$ cat config.mk
export PLATFORM = sky130hd
export DESIGN_NAME = mem_stream_reader_flat
export DESIGN_NICKNAME = d
export VERILOG_FILES = /design/src/rtl/mat_pkg.sv /design/src/rtl/mem_stream_reader_if.sv /design/src/rtl/rd_fifo.sv /design/src/rtl/mem_stream_reader.sv /design/src/flat_wrapper.sv
export SDC_FILE = /design/constraint.sdc
export NUM_CORES = 1
export LEC_CHECK = 0
export CAP_MARGIN = 20
export CORE_ASPECT_RATIO = 0.9
export CORE_MARGIN = 2
export CORE_UTILIZATION = 30
export DETAILED_ROUTE_END_ITERATION = 16
export RECOVER_POWER = 25
export SLEW_MARGIN = 20
export SYNTH_ARGS = -nofsm -noshare
export SYNTH_HDL_FRONTEND = slang
export SYNTH_SLANG_ARGS = --single-unit
export TNS_END_PERCENT = 20
$ cat constraint.sdc
create_clock -name clk -period 3.07 [get_ports clk]
set_input_delay 0.7675 -clock clk [delete_from_list [all_inputs] [get_ports clk]]
set_output_delay 0.7675 -clock clk [all_outputs]
set_load 0.05 [all_outputs]
$ cat src/rtl/mat_pkg.sv
// Shared types for the memory stream reader: FSM state encoding and the
// depth of the small output buffer that decouples memory latency from the
// stream consumer.
package mat_pkg;

   typedef enum logic [1:0] {
      IDLE  = 2'd0,
      READ  = 2'd1,
      DRAIN = 2'd2
   } state_t;

   // Entries in the output buffer; the read-issue throttle keeps the sum of
   // buffered and in-flight words at or below this.
   localparam int FIFO_DEPTH = 2;

endpackage

$ cat src/rtl/mem_stream_reader_if.sv
// Bundle of the reader's control, memory-read and output-stream signals.
//
// Handshake semantics (output stream): the reader raises out_valid whenever a
// word is buffered and keeps out_data stable until it is taken. A word moves
// in any cycle where out_valid and out_ready are both high; out_ready may
// change freely and out_valid never depends on it. The control side uses a
// single-cycle start pulse (ignored while busy) and a single-cycle done pulse.
// The memory side is a plain read port whose data appears one cycle after the
// address is presented.
//
// master: the reader block itself. slave: its environment (controller,
// memory and stream consumer).
interface mem_stream_reader_if #(
   parameter int elementsNum = 4,
   parameter int dataWidth   = 4
);
   localparam int AW = $clog2(elementsNum);

   logic                 start;
   logic [AW-1:0]        base_addr;
   logic [AW:0]          len;
   logic                 busy;
   logic                 done;
   logic [AW-1:0]        mem_rdaddr;
   logic [dataWidth-1:0] mem_rddata;
   logic                 out_valid;
   logic [dataWidth-1:0] out_data;
   logic                 out_ready;

   modport master (
      input  start, base_addr, len, mem_rddata, out_ready,
      output busy, done, mem_rdaddr, out_valid, out_data
   );

   modport slave (
      output start, base_addr, len, mem_rddata, out_ready,
      input  busy, done, mem_rdaddr, out_valid, out_data
   );

endinterface

$ cat src/rtl/rd_fifo.sv
// Two-entry output buffer for the stream reader. The producer never pushes
// into a full buffer and the consumer never pops an empty one; both are
// guaranteed by the reader's issue throttle and valid gating.
module rd_fifo
   import mat_pkg::*;
#(
   parameter int W = 4
) (
   input  logic         clk,
   input  logic         rst,
   input  logic         push,
   input  logic [W-1:0] push_data,
   input  logic         pop,
   output logic [1:0]   count,
   output logic [W-1:0] data
);

   logic [W-1:0] store_q [FIFO_DEPTH];
   logic         wr_ptr_q;
   logic         rd_ptr_q;
   logic [1:0]   count_q;

   // Storage, pointers and occupancy; reset clears contents so the head reads 0.
   always_ff @(posedge clk) begin
      if (rst) begin
         for (int i = 0; i < FIFO_DEPTH; i++) begin
            store_q[i] <= '0;
         end
         wr_ptr_q <= 1'b0;
         rd_ptr_q <= 1'b0;
         count_q  <= 2'd0;
      end else begin
         if (push) begin
            store_q[wr_ptr_q] <= push_data;
            wr_ptr_q          <= ~wr_ptr_q;
         end
         if (pop) begin
            rd_ptr_q <= ~rd_ptr_q;
         end
         count_q <= count_q + {1'b0, push} - {1'b0, pop};
      end
   end

   assign count = count_q;
   assign data  = store_q[rd_ptr_q];

endmodule

$ cat src/rtl/mem_stream_reader.sv
// Burst reader: on start, reads len consecutive words (address wraps at the
// top of memory) from a registered-output memory and presents them as a
// valid/ready stream through a two-entry buffer.
module mem_stream_reader
   import mat_pkg::*;
#(
   parameter int elementsNum = 4,
   parameter int dataWidth   = 4
) (
   input  logic                clk,
   input  logic                rst,
   mem_stream_reader_if.master bus,
   output state_t              dbg_state
);

   localparam int AW = $clog2(elementsNum);

   state_t         state_q, state_d;
   logic [AW-1:0]  addr_q, addr_d;
   logic [AW-1:0]  rdaddr_q;
   logic [AW:0]    rem_q, rem_d;
   logic           pend_q;
   logic           done_q, done_d;
   logic           issue;
   logic           pop;
   logic [1:0]     fifo_count;
   logic [2:0]     occupancy;
   logic [dataWidth-1:0] fifo_data;

   function automatic logic [AW-1:0] next_addr(input logic [AW-1:0] a);
      return (a == AW'(elementsNum - 1)) ? '0 : a + 1'b1;
   endfunction

   // A word leaves whenever the consumer accepts a buffered word.
   assign pop       = (fifo_count != 2'd0) && bus.out_ready;

   // Buffer slots that will be taken next cycle, counting the read in flight.
   assign occupancy = {1'b0, fifo_count} - {2'b00, pop} + {2'b00, pend_q};

   // Issue only while words remain and the buffer can absorb the return data.
   assign issue     = !rst && (state_q == READ) && (rem_q != '0)
                      && (occupancy < 3'(FIFO_DEPTH));

   // Next-state, address and burst-count logic.
   always_comb begin
      state_d = state_q;
      addr_d  = addr_q;
      rem_d   = rem_q;
      done_d  = 1'b0;
      case (state_q)
         IDLE: begin
            if (bus.start) begin
               addr_d = bus.base_addr;
               rem_d  = bus.len;
               if (bus.len == '0) begin
                  done_d = 1'b1;
               end else begin
                  state_d = READ;
               end
            end
         end
         READ: begin
            if (issue) begin
               addr_d = next_addr(addr_q);
               rem_d  = rem_q - {{AW{1'b0}}, 1'b1};
               if (rem_q == {{AW{1'b0}}, 1'b1}) begin
                  state_d = DRAIN;
               end
            end
         end
         DRAIN: begin
            // Last word is leaving and nothing is still on its way back.
            if (pop && (fifo_count == 2'd1) && !pend_q) begin
               state_d = IDLE;
               done_d  = 1'b1;
            end
         end
         default: begin
            state_d = IDLE;
         end
      endcase
   end

   // State, burst bookkeeping, in-flight flag and held read address.
   always_ff @(posedge clk) begin
      if (rst) begin
         state_q  <= IDLE;
         addr_q   <= '0;
         rem_q    <= '0;
         pend_q   <= 1'b0;
         done_q   <= 1'b0;
         rdaddr_q <= '0;
      end else begin
         state_q <= state_d;
         addr_q  <= addr_d;
         rem_q   <= rem_d;
         pend_q  <= issue;
         done_q  <= done_d;
         if (issue) begin
            rdaddr_q <= addr_q;
         end
      end
   end

   // Return data is captured the cycle after its read issued.
   rd_fifo #(
      .W (dataWidth)
   ) u_fifo (
      .clk       (clk),
      .rst       (rst),
      .push      (pend_q),
      .push_data (bus.mem_rddata),
      .pop       (pop),
      .count     (fifo_count),
      .data      (fifo_data)
   );

   assign bus.mem_rdaddr = issue ? addr_q : rdaddr_q;
   assign bus.busy       = (state_q != IDLE);
   assign bus.done       = done_q;
   assign bus.out_valid  = (fifo_count != 2'd0);
   assign bus.out_data   = fifo_data;
   assign dbg_state      = state_q;

endmodule

$ cat src/flat_wrapper.sv
// flat-port wrapper written by rule: the top's interface ports become plain ports
module mem_stream_reader_flat import mat_pkg::*;
#(
   parameter int elementsNum = 4,
   parameter int dataWidth   = 4
)
  (clk, rst, dbg_state, bus_start, bus_base_addr, bus_len, bus_mem_rddata, bus_out_ready, bus_busy, bus_done, bus_mem_rdaddr, bus_out_valid, bus_out_data);
  mem_stream_reader_if #(.elementsNum(elementsNum), .dataWidth(dataWidth)) bus_i ();
  input  logic clk;
  input  logic rst;
  output state_t dbg_state;
  input wire logic [$bits(bus_i.start)-1:0] bus_start;
  input wire logic [$bits(bus_i.base_addr)-1:0] bus_base_addr;
  input wire logic [$bits(bus_i.len)-1:0] bus_len;
  input wire logic [$bits(bus_i.mem_rddata)-1:0] bus_mem_rddata;
  input wire logic [$bits(bus_i.out_ready)-1:0] bus_out_ready;
  output wire logic [$bits(bus_i.busy)-1:0] bus_busy;
  output wire logic [$bits(bus_i.done)-1:0] bus_done;
  output wire logic [$bits(bus_i.mem_rdaddr)-1:0] bus_mem_rdaddr;
  output wire logic [$bits(bus_i.out_valid)-1:0] bus_out_valid;
  output wire logic [$bits(bus_i.out_data)-1:0] bus_out_data;
  assign bus_i.start = bus_start;
  assign bus_i.base_addr = bus_base_addr;
  assign bus_i.len = bus_len;
  assign bus_i.mem_rddata = bus_mem_rddata;
  assign bus_i.out_ready = bus_out_ready;
  assign bus_busy = bus_i.busy;
  assign bus_done = bus_i.done;
  assign bus_mem_rdaddr = bus_i.mem_rdaddr;
  assign bus_out_valid = bus_i.out_valid;
  assign bus_out_data = bus_i.out_data;
  mem_stream_reader #(.elementsNum(elementsNum), .dataWidth(dataWidth)) u_core (.clk(clk), .rst(rst), .bus(bus_i), .dbg_state(dbg_state));
endmodule
==> metrics.md <==
| Metric | Value |
|---|---|
| Status | `complete, but fails checks` |
| Failing checks | `setup timing` |
| Buffer type at the clock tree root | `clkbuf_8` |
| Worst Skew | `0.00492 ns` |
| Flops & latches, synth | `24` |
| WL/cell | `12.2 um` |
| Nets | `179` |
| Total global-route track usage | `0.116` |
| Dpl ws | `-0.880 ns` |
| Drt total wl | `2530 um` |
| HPWL Detailed | `1920 um` |
| Avg Cell Area, Syn | `10.1 sq um` |
| DRC violations left | `0` |
| CP Launch Type | `primary input` |
| Area delta synth->final | `41.1%` |
| Commonest non-fill, non-tap cell in the layout | `clkdlybuf4s50_1` |
| Setup ws final | `-0.279 ns` |
| Max Slew Vio Count | `0` |
| ANT cells | `0` |
| 1st-pass router iterations | `4` |
| Later-pin clock latency in the skew report | `0.27 ns` |
| Post-synth EDFFs | `8` |
| Fin util | `0.434` |
| Crit-path leading delay family | `simple AND/OR/NAND/NOR gates` |
| Initial core utilization | `0.308` |
| Critical path type | `in -> out` |
| Largest net degree at the start of global routing | `25` |
| Routed Antenna Nets | `0` |
| CTS sink count | `24` |
| Maxcap violations | `0` |
| Vias | `976` |
| Starting DRC count in detailed routing | `17` |
| Clock Tree Buf Depth | `2` |
| Required time of the critical path | `2.30 ns` |
| Remaining Overflow, GRT | `0` |
| Buf+Inv Stages, Crit Path | `2` |
| Ys flop type | `dfxtp_1` |
| Gate power share | `0.444` |
| Initial antenna violation count | `0` |
| Die W | `71.9 um` |
| H-tree Lvls | `1` |
| Setup tns final | `-0.552 ns` |
| Ys async rst share | `0` |
| Number of fill cells | `363` |
| Vias/cell | `4.71` |
| Max rail drop VDD | `0.234 mV` |
| Synth cell types | `37` |
| Pwr dens | `684 nW/um^2` |
| Max incr delay on CP | `0.47 ns` |
| Worst-margin pin slew | `0.509 ns` |
| Hold depth | `2` |
| Total die area | `4690 sq um` |
| Lkg Pwr | `0.000677 uW` |
| Crit-path cells | `buf_8 -> nand2_8 -> or2_4 -> nand2_4 -> ha_4 -> fa_2 -> nor2_4 -> nand4_4 -> mux2_4 -> buf_8` |
| Fin crit period | `3.35 ns` |
| Row Count | `22` |
| DR WL met2 | `1190 um` |
| Clock share of power | `0.230` |
| Worst path arrival time | `2.58 ns` |
| Fin crit share | `1.09` |
| Sw Share | `0.335` |
| Post-Syn Instances | `123` |
| Synthesized net count | `142` |
| CTS tree | `built` |
| Reg power frac | `0.326` |
| Yosys warns | `0` |
| Post-route cell area | `1760 sq um` |
| Switch Pwr | `402 uW` |
| Final Hold Viols | `0` |
| R2R depth | `12` |
| Slowest CP cell | `fa_2` |
| Worst hold path class | `reg -> reg` |
| Relative slew slack | `0.660` |
| Buffers added on ports | `23` |
| Number of global-route vias before repair | `982` |
| Core region area | `4050 sq um` |
| I/O pins | `24` |
| Hold_buf cts | `0` |
| Area of the multi-input gates | `714 sq um` |
| Setup-failing EPs final | `2` |
| Metal1 wirelength | `1130 um` |
| Most frequent cells in the layout | `clkdlybuf4s50_1, nor2_1, dfxtp_1` |
| Unrepaired setup endpoints after global routing | `true` |
| Die H | `65.1 um` |
| CTS buffer count | `3` |
| DP Area | `1630 sq um` |
| Setup crit end kind | `output port` |
| Mapped Area | `1250 sq um` |
| Seq/Total Area, Yosys | `0.450` |
| Clock slew at reported path FFs | `0.09 ns` |
| Max FO, Critical Path | `3` |
| F_max | `0.299 GHz` |
| Wire length on met3 | `189 um` |
| Cell depth of the worst setup path | `10` |
| Internal power | `800 uW` |
| Top cell by count, worst path | `buf_8` |
| Topmost layer with routed signal wires | `met4` |
| Fraction of layout cells with a size suffix above 1 | `0.264` |
| GPL Wtd Cong | `0.761` |
| First-pass GRT wire length | `4300 um` |
| Register area | `562 sq um` |
-- per-stage QoR --
stage / total power [uW] / hold slack (ns) / cells
after floorplan: 713 / 0.458 / 123
after global placement: 888 / 0.467 / 203
after detailed placement: 894 / 0.481 / 203
after CTS: 1180 / 0.495 / 207
after global routing: 1280 / 0.509 / 207
final: 1200 / 0.489 / 207
-- per-layer routing --
metal,GRT usage,up-vias
met4,0.0283,0
met1,0.153,444
met5,0,-
met3,0.0291,2
li1,-,498
met2,0.191,32
-- tightest hold or removal path, cell delays in order, from the launching register on --
cell	delay (ns)
dfxtp_1	0.33
nand2b_1	0.06
a21oi_1	0.06
-- flip-flops by register name, indices dropped and copies added (netlist names), named ones only --
signal	cells
u_core.u_fifo.rd_ptr_q	1
u_core.rem_q	3
u_core.addr_q	2
u_core.rdaddr_q	2
u_core.bus.done	1
u_core.dbg_state	2
u_core.u_fifo.store_q	8
u_core.u_fifo.count	2
u_core.u_fifo.wr_ptr_q	1
u_core.pend_q	1
-- cell usage after synthesis (all sizes together), types with 2 or more instances --
cell type  number  area share
nand2           8       0.024
clkbuf          2      0.0060
ha              5       0.050
mux2            6       0.060
nor3            3       0.012
or2             4       0.020
nor2b           6       0.042
mux2i           2       0.016
xor2            2       0.020
nand4           2       0.015
nor2           17       0.051
dfxtp          16        0.26
edfxtp          8        0.19
a31oi           2       0.010
inv             7       0.021
a21oi           5       0.020
nand2b         12       0.060
-- final timing paths --
| kind | start | end | slack [ns] |
|---|---|---|---|
| worst max-delay path | bus_out_ready | bus_mem_rdaddr[1] | -0.28 |
| worst min-delay path | u_core.u_fifo.wr_ptr_q | u_core.u_fifo.wr_ptr_q | 0.49 |
| worst max register to register | u_core.u_fifo.count[0] | u_core.rem_q[0] | 0.59 |
| worst min register to register | u_core.u_fifo.wr_ptr_q | u_core.u_fifo.wr_ptr_q | 0.49 |
-- kinds of logic after synthesis --
group / count (synthesis) / synth area share
muxes: 8 / 0.0763
buffers and inverters: 9 / 0.0271
DFF: 24 / 0.450
and+or+nand+nor: 57 / 0.261
AOI/OAI and AO/OA: 16 / 0.0924
adders and majority gates: 6 / 0.0663
xor gates and xnor gates: 3 / 0.0271
-- power by group through the flow --
stage	Sequential [uW]	Clock (uW)	Combinational [uW]
global placement	397	0	490
detailed placement	399	0	496
global route	398	296	585
finish	392	276	534
floorplan	403	0	310
CTS	392	285	503
-- area by class of cell --
class                   count  area share
flip-flops and latches     24       0.320
clock inverters             1      0.0171
clock buffers               3      0.0235
multi-input cells          90       0.406
well taps                  48      0.0342
repair buffers             34       0.184
inverters                   7      0.0149
-- timing repair --
action,in CTS,in global routing
setup endpoints to repair,2,2
pin swaps,6,6
resized for setup,12,6
setup buffers,0,0
Note: power is estimated with default switching activity, not from simulation.
